## src/rtl/io_sequencer.sv

```systemverilog
// io_sequencer: stalls the core for IN/OUT/HALT and drives the
// 7-segment I/O block mode strobes, Enter debounce included.
module io_sequencer #(
  parameter int DEBOUNCE_CYCLES = 16,
  parameter int OUT_HOLD_CYCLES = 4
) (
  input  logic        clk,
  input  logic        reset,
  input  logic        instr_in,
  input  logic        instr_out,
  input  logic        instr_halt,
  input  logic        enter,
  input  logic [9:0]  sw,
  input  logic [31:0] out_value,
  output logic        stall,
  output logic        in_valid,
  output logic [31:0] input_data,
  output logic [31:0] out_latch,
  output logic        disp_input,
  output logic        disp_output,
  output logic        disp_halt
);

  typedef enum logic [2:0] {
    S_IDLE,
    S_IN_WAIT,
    S_IN_DONE,
    S_OUT_HOLD,
    S_HALTED
  } state_e;

  localparam int DB_W = $clog2(DEBOUNCE_CYCLES + 1);
  localparam int HOLD_W =
    (OUT_HOLD_CYCLES > 1) ? $clog2(OUT_HOLD_CYCLES) : 1;
  localparam logic [DB_W-1:0] DB_LAST =
    DB_W'(DEBOUNCE_CYCLES - 1);
  localparam logic [HOLD_W-1:0] HOLD_INIT =
    HOLD_W'((OUT_HOLD_CYCLES > 0) ? OUT_HOLD_CYCLES - 1 : 0);

  logic              sync1_q, sync1_d;
  logic              sync2_q, sync2_d;
  logic              db_q, db_d;
  logic [DB_W-1:0]   db_cnt_q, db_cnt_d;
  logic              press_q, press_d;
  state_e            state_q, state_d;
  logic [HOLD_W-1:0] hold_cnt_q, hold_cnt_d;
  logic [31:0]       input_data_q, input_data_d;
  logic [31:0]       out_latch_q, out_latch_d;
  logic              disp_input_q, disp_input_d;
  logic              disp_output_q, disp_output_d;
  logic              disp_halt_q, disp_halt_d;
  logic              stall_c;

  // Debounced level flips only after a full run of disagreement.
  always_comb begin
    sync1_d  = enter;
    sync2_d  = sync1_q;
    db_d     = db_q;
    db_cnt_d = '0;
    press_d  = 1'b0;
    if (sync2_q != db_q) begin
      if (db_cnt_q == DB_LAST) begin
        db_d    = sync2_q;
        press_d = sync2_q;
      end else begin
        db_cnt_d = db_cnt_q + 1'b1;
      end
    end
  end

  always_comb begin
    state_d       = state_q;
    hold_cnt_d    = hold_cnt_q;
    input_data_d  = input_data_q;
    out_latch_d   = out_latch_q;
    disp_input_d  = disp_input_q;
    disp_output_d = disp_output_q;
    disp_halt_d   = disp_halt_q;
    stall_c       = 1'b0;
    unique case (state_q)
      S_IDLE: begin
        if (instr_halt) begin
          stall_c       = 1'b1;
          disp_halt_d   = 1'b1;
          disp_input_d  = 1'b0;
          disp_output_d = 1'b0;
          state_d       = S_HALTED;
        end else if (instr_in) begin
          stall_c       = 1'b1;
          disp_input_d  = 1'b1;
          disp_output_d = 1'b0;
          disp_halt_d   = 1'b0;
          state_d       = S_IN_WAIT;
        end else if (instr_out) begin
          out_latch_d   = out_value;
          disp_output_d = 1'b1;
          disp_input_d  = 1'b0;
          if (OUT_HOLD_CYCLES > 0) begin
            stall_c    = 1'b1;
            hold_cnt_d = HOLD_INIT;
            state_d    = S_OUT_HOLD;
          end
        end
      end
      S_IN_WAIT: begin
        stall_c      = 1'b1;
        input_data_d = {22'b0, sw};
        if (press_q) begin
          state_d = S_IN_DONE;
        end
      end
      S_IN_DONE: begin
        state_d = S_IDLE;
      end
      S_OUT_HOLD: begin
        if (hold_cnt_q != '0) begin
          stall_c    = 1'b1;
          hold_cnt_d = hold_cnt_q - 1'b1;
        end else begin
          state_d = S_IDLE;
        end
      end
      S_HALTED: begin
        stall_c = 1'b1;
      end
      default: begin
        state_d = S_IDLE;
      end
    endcase
  end

  always_ff @(posedge clk) begin
    if (reset) begin
      sync1_q       <= 1'b0;
      sync2_q       <= 1'b0;
      db_q          <= 1'b0;
      db_cnt_q      <= '0;
      press_q       <= 1'b0;
      state_q       <= S_IDLE;
      hold_cnt_q    <= '0;
      input_data_q  <= '0;
      out_latch_q   <= '0;
      disp_input_q  <= 1'b0;
      disp_output_q <= 1'b0;
      disp_halt_q   <= 1'b0;
    end else begin
      sync1_q       <= sync1_d;
      sync2_q       <= sync2_d;
      db_q          <= db_d;
      db_cnt_q      <= db_cnt_d;
      press_q       <= press_d;
      state_q       <= state_d;
      hold_cnt_q    <= hold_cnt_d;
      input_data_q  <= input_data_d;
      out_latch_q   <= out_latch_d;
      disp_input_q  <= disp_input_d;
      disp_output_q <= disp_output_d;
      disp_halt_q   <= disp_halt_d;
    end
  end

  assign stall       = stall_c & ~reset;
  assign in_valid    = (state_q == S_IN_DONE) & ~reset;
  assign input_data  = input_data_q;
  assign out_latch   = out_latch_q;
  assign disp_input  = disp_input_q;
  assign disp_output = disp_output_q;
  assign disp_halt   = disp_halt_q;

endmodule

```

## config.mk

```make
export PLATFORM = sky130hd
export DESIGN_NAME = io_sequencer
export DESIGN_NICKNAME = d
export VERILOG_FILES = /design/src/rtl/io_sequencer.sv
export SDC_FILE = /design/constraint.sdc
export NUM_CORES = 1
export LEC_CHECK = 0
export ABC_AREA = 1
export BUFFER_PORTS_ARGS = -buffer_cell sky130_fd_sc_hd__buf_2
export CAP_MARGIN = 20
export CORE_MARGIN = 2
export CORE_UTILIZATION = 25
export CTS_CLUSTER_SIZE = 14
export DETAILED_ROUTE_END_ITERATION = 7
export PLACE_DENSITY_LB_ADDON = 0.2
export SYNTH_ARGS = -nofsm -noshare
export SYNTH_HDL_FRONTEND = slang
export SYNTH_SLANG_ARGS = --single-unit
```

## constraint.sdc

```tcl
create_clock -name clk -period 1.5 [get_ports clk]
set_input_delay 0.225 -clock clk [delete_from_list [all_inputs] [get_ports clk]]
set_output_delay 0.225 -clock clk [all_outputs]
set_load 0.02 [all_outputs]
```

; ---- After elaboration in Yosys (flattened, before gate mapping)
; Index checks and enable logic that the tools add are counted.
[totals]
reg_bits = 59
elab_cells = 73
[op_classes]
n_addsub = 2
n_eq_ne = 13
n_mux = 24
bitwise = 8
reduce_logical = 14
[op_table]
columns = cell, count
row1 = $mux 3, 5
row2 = $mux 1, 12
row3 = $ne 2x2->1 const B, 6
row4 = $pmux 3 s4, 1
row5 = $mux 2, 4
row6 = $reduce_and 4->1, 2
row7 = $eq 3x2->1 const B, 2
row8 = $not 1->1, 6
row9 = $reduce_and 2->1, 3
row10 = $reduce_bool 2->1, 3
row11 = $reduce_or 3->1, 2
row12 = $add 5x1->5 const B, 1
row13 = $eq 5x4->1 const B, 1
row14 = $reduce_and 5->1, 1
row15 = $ne 4x4->1 const B, 1
row16 = $pmux 2 s2, 1
row17 = $eq 3x1->1 const B, 1
row18 = $eq 3x3->1 const B, 1
row19 = $logic_not 3->1, 1
row20 = $pmux 1 s3, 1
row21 = $reduce_bool 3->1, 1
row22 = $and 1x1->1, 2
row23 = $reduce_or 2->1, 1
row24 = $sub 2x1->2 const B, 1
row25 = $ne 1x1->1, 1

; ---- Logic depth before layout (Yosys ltp)
[depth]
ltp_word = 5
mapped_depth = 9

; ---- Least setup slack after synthesis
; No wires, ideal clock.
[synth_path]
path_kind = flip-flop to output port
startpoint = register state_q[1]
endpoint = output in_valid
t_arrival_ps = 1218
t_required_ps = 1275
path_slack_ps = 57
path_stages_with_launch = 4
n_path_buf = 1
path_cell_list = dfxtp_1 buf_2 inv_1 nor4_1
[synth_via]
elab_chain_len = 2
[synth_lines]
columns = element, line
row1 = "start, declared", 45  ; state_e state_q, state_d;
row2 = "start signal, assigned", 152  ; state_q <= state_d;
row3 = $eq 3x2->1, 163  ; assign in_valid = (state_q == S_IN_DONE) & ~reset;
row4 = $and 1x1->1, 163
row5 = "end, declared", 16  ; output logic in_valid,
; No other way between the ends.

; ---- Worst setup path in the final report
[layout_path]
startpoint = register state_q[1]
endpoint = output stall
[layout_via]
elab_chain_len = 4
[layout_lines]
columns = element, line
row1 = $eq 3x1->1 / $eq 3x3->1 (equally long branches), 80  ; unique case (state_q)
row2 = $reduce_or 2->1 (no source line), n/a
row3 = $pmux 1 s3 *, 80
row4 = $and 1x1->1 *, 162  ; assign stall = stall_c & ~reset;
row5 = "end, declared", 15  ; output logic stall,
; Every way passes the cells marked *; elsewhere a longest branch is shown, timed or not.

==> run summary <==
The max-slew violation count is 0, and the maximum fanout along the worst path is 5. The first global-routing pass estimated 9.06 mm of wire. On the final layout, the worst clock skew is 6.53 ps. The global routing met3 resource utilization was 4.50%; the endpoint arrival time on the critical path was 1420 ps.

The number of DRC violations after detailed-routing iteration 0 is 51. Summing every instance area after synthesis gives 0.00246 mm². The design draws 5360 µW. Among all flip-flop cells after synthesis, the most frequent one is sky130_fd_sc_hd__dfxtp_1. Number of rows created at floorplan: 36.

In this run, CTS created clock tree buffers numbering 9. The checks that failed: negative setup slack. The tools report the via total after detailed routing as 2255.

The number of max-cap violations came out at 0. For this block, the routed nets add up to 5.96 mm of wire. TritonCTS built the clock tree. For the portion of total power attributed to combinational logic, the log shows 33.0%.

The proportion of synthesized flip-flops having asynchronous set or reset works out to 0%. Synthesis instantiated 28 different standard cells from the library. The achievable clock frequency came out at 0.608 GHz. sky130_fd_sc_hd__nor2_1 is the most common cell in the netlist. The slowest stage of the critical path belongs to the cell sky130_fd_sc_hd__dfxtp_4. Clock latency on the worst-skew pair, taken at its later pin, is 330 ps. The die is 103 µm wide. For the routability-driven placement congestion ratio, the log shows 0.798. The number of antenna diodes in the final layout is 0. In the routed layout, each cell is associated on average with a via count of 3.96. Cell internal power was estimated by the tool at 3500 µW.

The analysis attributes to net switching a power of 1860 µW. On the final layout, the worst hold slack is 99.9 ps. In this run the vertical extent of the chip is 103 µm. The critical path capture point type was an output port.

The area growth from synthesis to layout is 35.3%. Entering global routing, the biggest net connects 33 pins. The number of input and output port buffers inserted came out at 94. In this run the count of I/O pins placed on the die edge is 117. In the final routed layout, each cell accounts on average for 10.5 µm. Before antenna repair, the detailed router went through 4 iterations. In this design, the critical path's most frequently occurring cell is sky130_fd_sc_hd__nand2_4. Largest area contributor in the synthesized netlist: sky130_fd_sc_hd__dfxtp_1. The run gives 13.7% as the global routing usage on met1. Category of the most critical setup path: reg2out. Setup repair after global routing could not meet its margin everywhere.

The met2 routing resource usage after global routing came out at 17.5%. The die covers 0.0107 mm². OpenSTA, run right after detailed placement, puts the worst setup slack at 128 ps. The tools report the number of global-route vias before repair as 1947. Grouping stages by cell kind, the critical path spends the most delay in flip-flops. In this run the number of H-tree levels came out at 3.

At the worst endpoint, the required time is 1270 ps. Net switching is 34.7% of the power. Share of the synthesized area in the top cell type: 48.0%. For this design the static power due to leakage is 0.00157 µW. The largest incremental delay on the critical path came out at 370 ps.

Initial antenna violation count: 0. The synthesized design contains 59 register bits. The run gives -143 ps as the worst setup margin.

The final number of hold-violating endpoints is 0. Once layout is complete, the utilization of the core stands at 34.4%. Setup violations remaining at the end of the flow were counted as 2.

The wire-length estimate of the detail-placed layout is 4.30 mm. The area after detailed placement was 0.00302 mm²; the layout cell share with drive strength beyond 1 was 32.8%. The smallest clock period supported by the final layout is computed as 1640 ps.

The proportion of power drawn by flip-flops and latches came out at 36.3%. Portion of the post-synthesis area used by sequential elements: 48.0%. The starting density of the core is 25.4%. The share of the cycle needed by the critical path after routing is 110%. The flow ran to the end, but the final reports show violations. For the overall overflow remaining after global route, the log shows 0. The path class of the tightest hold or removal check is in2reg. The maximum clock insertion buffer count came out at 2. Power spread over the standard cell area amounts to 1610 mW/mm². Fill cells in the final layout number 1072.

Averaged over all synthesized cells, the footprint is 7.50 µm². In the synthesized netlist, the cells that appear most often are sky130_fd_sc_hd__nor2_1, sky130_fd_sc_hd__dfxtp_1, sky130_fd_sc_hd__nand2_1. The DRC violation count after routing is 0, and the yosys synthesis warning count is 0. The portion of total power attributed to the clock network was 30.7%; the post-route cell area was 0.00333 mm². Traced cell by cell, the critical path runs through nor2_4 -> nand2_4 -> inv_4 -> nand2_4 -> a31oi_1 -> buf_2. The net count of the finished layout is 482.

Clock-pin slew was measured on the worst setup and hold paths at 70 ps. By area the synthesized netlist is led by sky130_fd_sc_hd__dfxtp_1, sky130_fd_sc_hd__nor2_1, sky130_fd_sc_hd__nand2_1. Number of enable-type register cells in the synthesized netlist: 0. The cell count after synthesis is 328.

The root buffer cell chosen for the clock tree is sky130_fd_sc_hd__clkbuf_8. The detail route stage leaves a number of antenna-violating nets equal to 0. In the final layout, the multi-input gates occupy 0.00105 mm². Launching element type of the critical path: a flop.

Together, buffers and inverters on the worst path number 2. In this run the standard cell core region covers 0.00968 mm². The count of clock tree sinks is 59, and the maximum vdd ir drop is 0.528 mV. Registers take 0.00119 mm². The global routing's busiest layer was met2. For this run, the total global-route usage over all layers was measured as 11.1%.
[stage by stage]
step | instances | setup TNS (ps)
final | 569 | -176
after global routing | 569 | -332
after CTS | 565 | -320
after detailed placement | 549 | 0
after global placement | 549 | 0
after floorplan | 349 | 0
[tightest hold or removal path, delay by kind of cell]
kind	cells	cell delay [ps]
buffers and inverters	2	110
and+or+nand+nor	1	60
[state kept, by name (all words and copies together), names as in the netlist]
register and cells:
out_latch 32, input_data 10, db_cnt_q 5, state_q 3, hold_cnt_q 2, db_q 1, disp_halt 1, disp_input 1
disp_output 1, press_q 1, sync1_q 1, sync2_q 1
[routing by layer]
metal / routed length, µm / part of all wire [%] / vias up
met5: 0 / 0 / -
met4: 65 / 1.1 / 0
met3: 416 / 7.0 / 5
met2: 2710 / 45 / 82
met1: 2770 / 46 / 977
li1: - / - / 1191
[cells by family after synthesis]
| kind of cell | share of synthesized area, % |
|---|---|
| simple gates | 25.0 |
| compound gates | 10.9 |
| buf+inv | 14.0 |
| fa+ha+maj | 1.53 |
| other cells | 0.152 |
| flops | 48.0 |
| xor+xnor | 0.356 |
[path summary, 6_finish.rpt]
path | end | startpoint | depth (start not counted) | slack (ps)
setup / recovery | stall | state_q[1] | 6 | -140
hold / removal | sync1_q | enter | 3 | 100
setup reg to reg | db_cnt_q[0] | db_cnt_q[0] | 8 | 130
hold reg to reg | sync2_q | sync1_q | 2 | 400
[cell usage in the layout, fill, tap and decap left out, types with 2 or more instances in the layout]
cell type | netlist | routed
sky130_fd_sc_hd__nand2_4 | 0 | 2
sky130_fd_sc_hd__bufinv_16 | 0 | 2
sky130_fd_sc_hd__nor2_1 | 93 | 90
sky130_fd_sc_hd__buf_4 | 22 | 11
sky130_fd_sc_hd__dfxtp_2 | 0 | 3
sky130_fd_sc_hd__dfxtp_4 | 0 | 2
sky130_fd_sc_hd__inv_4 | 1 | 2
sky130_fd_sc_hd__ha_2 | 0 | 2
sky130_fd_sc_hd__buf_2 | 5 | 94
sky130_fd_sc_hd__nand3_1 | 6 | 5
sky130_fd_sc_hd__clkinv_2 | 1 | 2
sky130_fd_sc_hd__inv_1 | 19 | 18
sky130_fd_sc_hd__clkbuf_8 | 0 | 11
sky130_fd_sc_hd__nand4_1 | 3 | 3
sky130_fd_sc_hd__dfxtp_1 | 59 | 54
sky130_fd_sc_hd__conb_1 | 1 | 22
sky130_fd_sc_hd__nand2_1 | 45 | 43
sky130_fd_sc_hd__a21oi_1 | 17 | 17
sky130_fd_sc_hd__o21ai_1 | 16 | 16
sky130_fd_sc_hd__nor2_2 | 0 | 2
sky130_fd_sc_hd__buf_12 | 0 | 2
sky130_fd_sc_hd__o21ai_0 | 18 | 18
sky130_fd_sc_hd__nor2_4 | 1 | 2
[power groups by stage]
stage / combinational (µW) / sequential [µW] / clock, µW
after CTS: 1630 / 1940 / 1710
final: 1770 / 1950 / 1650
after floorplan: 963 / 2150 / 0
after detailed placement: 1610 / 1960 / 0
after global routing: 1960 / 1970 / 1780
after global placement: 1600 / 1960 / 0
[layout make-up]
type,instances,area share [%]
clock inverters,4,2.18
flip-flops and latches,59,35.8
clock buffers,12,4.66
repair buffers,108,18.1
inverters,22,2.67
well taps,133,5.00
multi-input cells,231,31.6
[timing repair]
item	CTS	global route
hold buffers	0	0
pin swaps	3	7
buffers inserted	0	4
setup endpoints to repair	2	3
gates resized for setup	6	15
No activity file was read; power rests on OpenSTA's default activity.
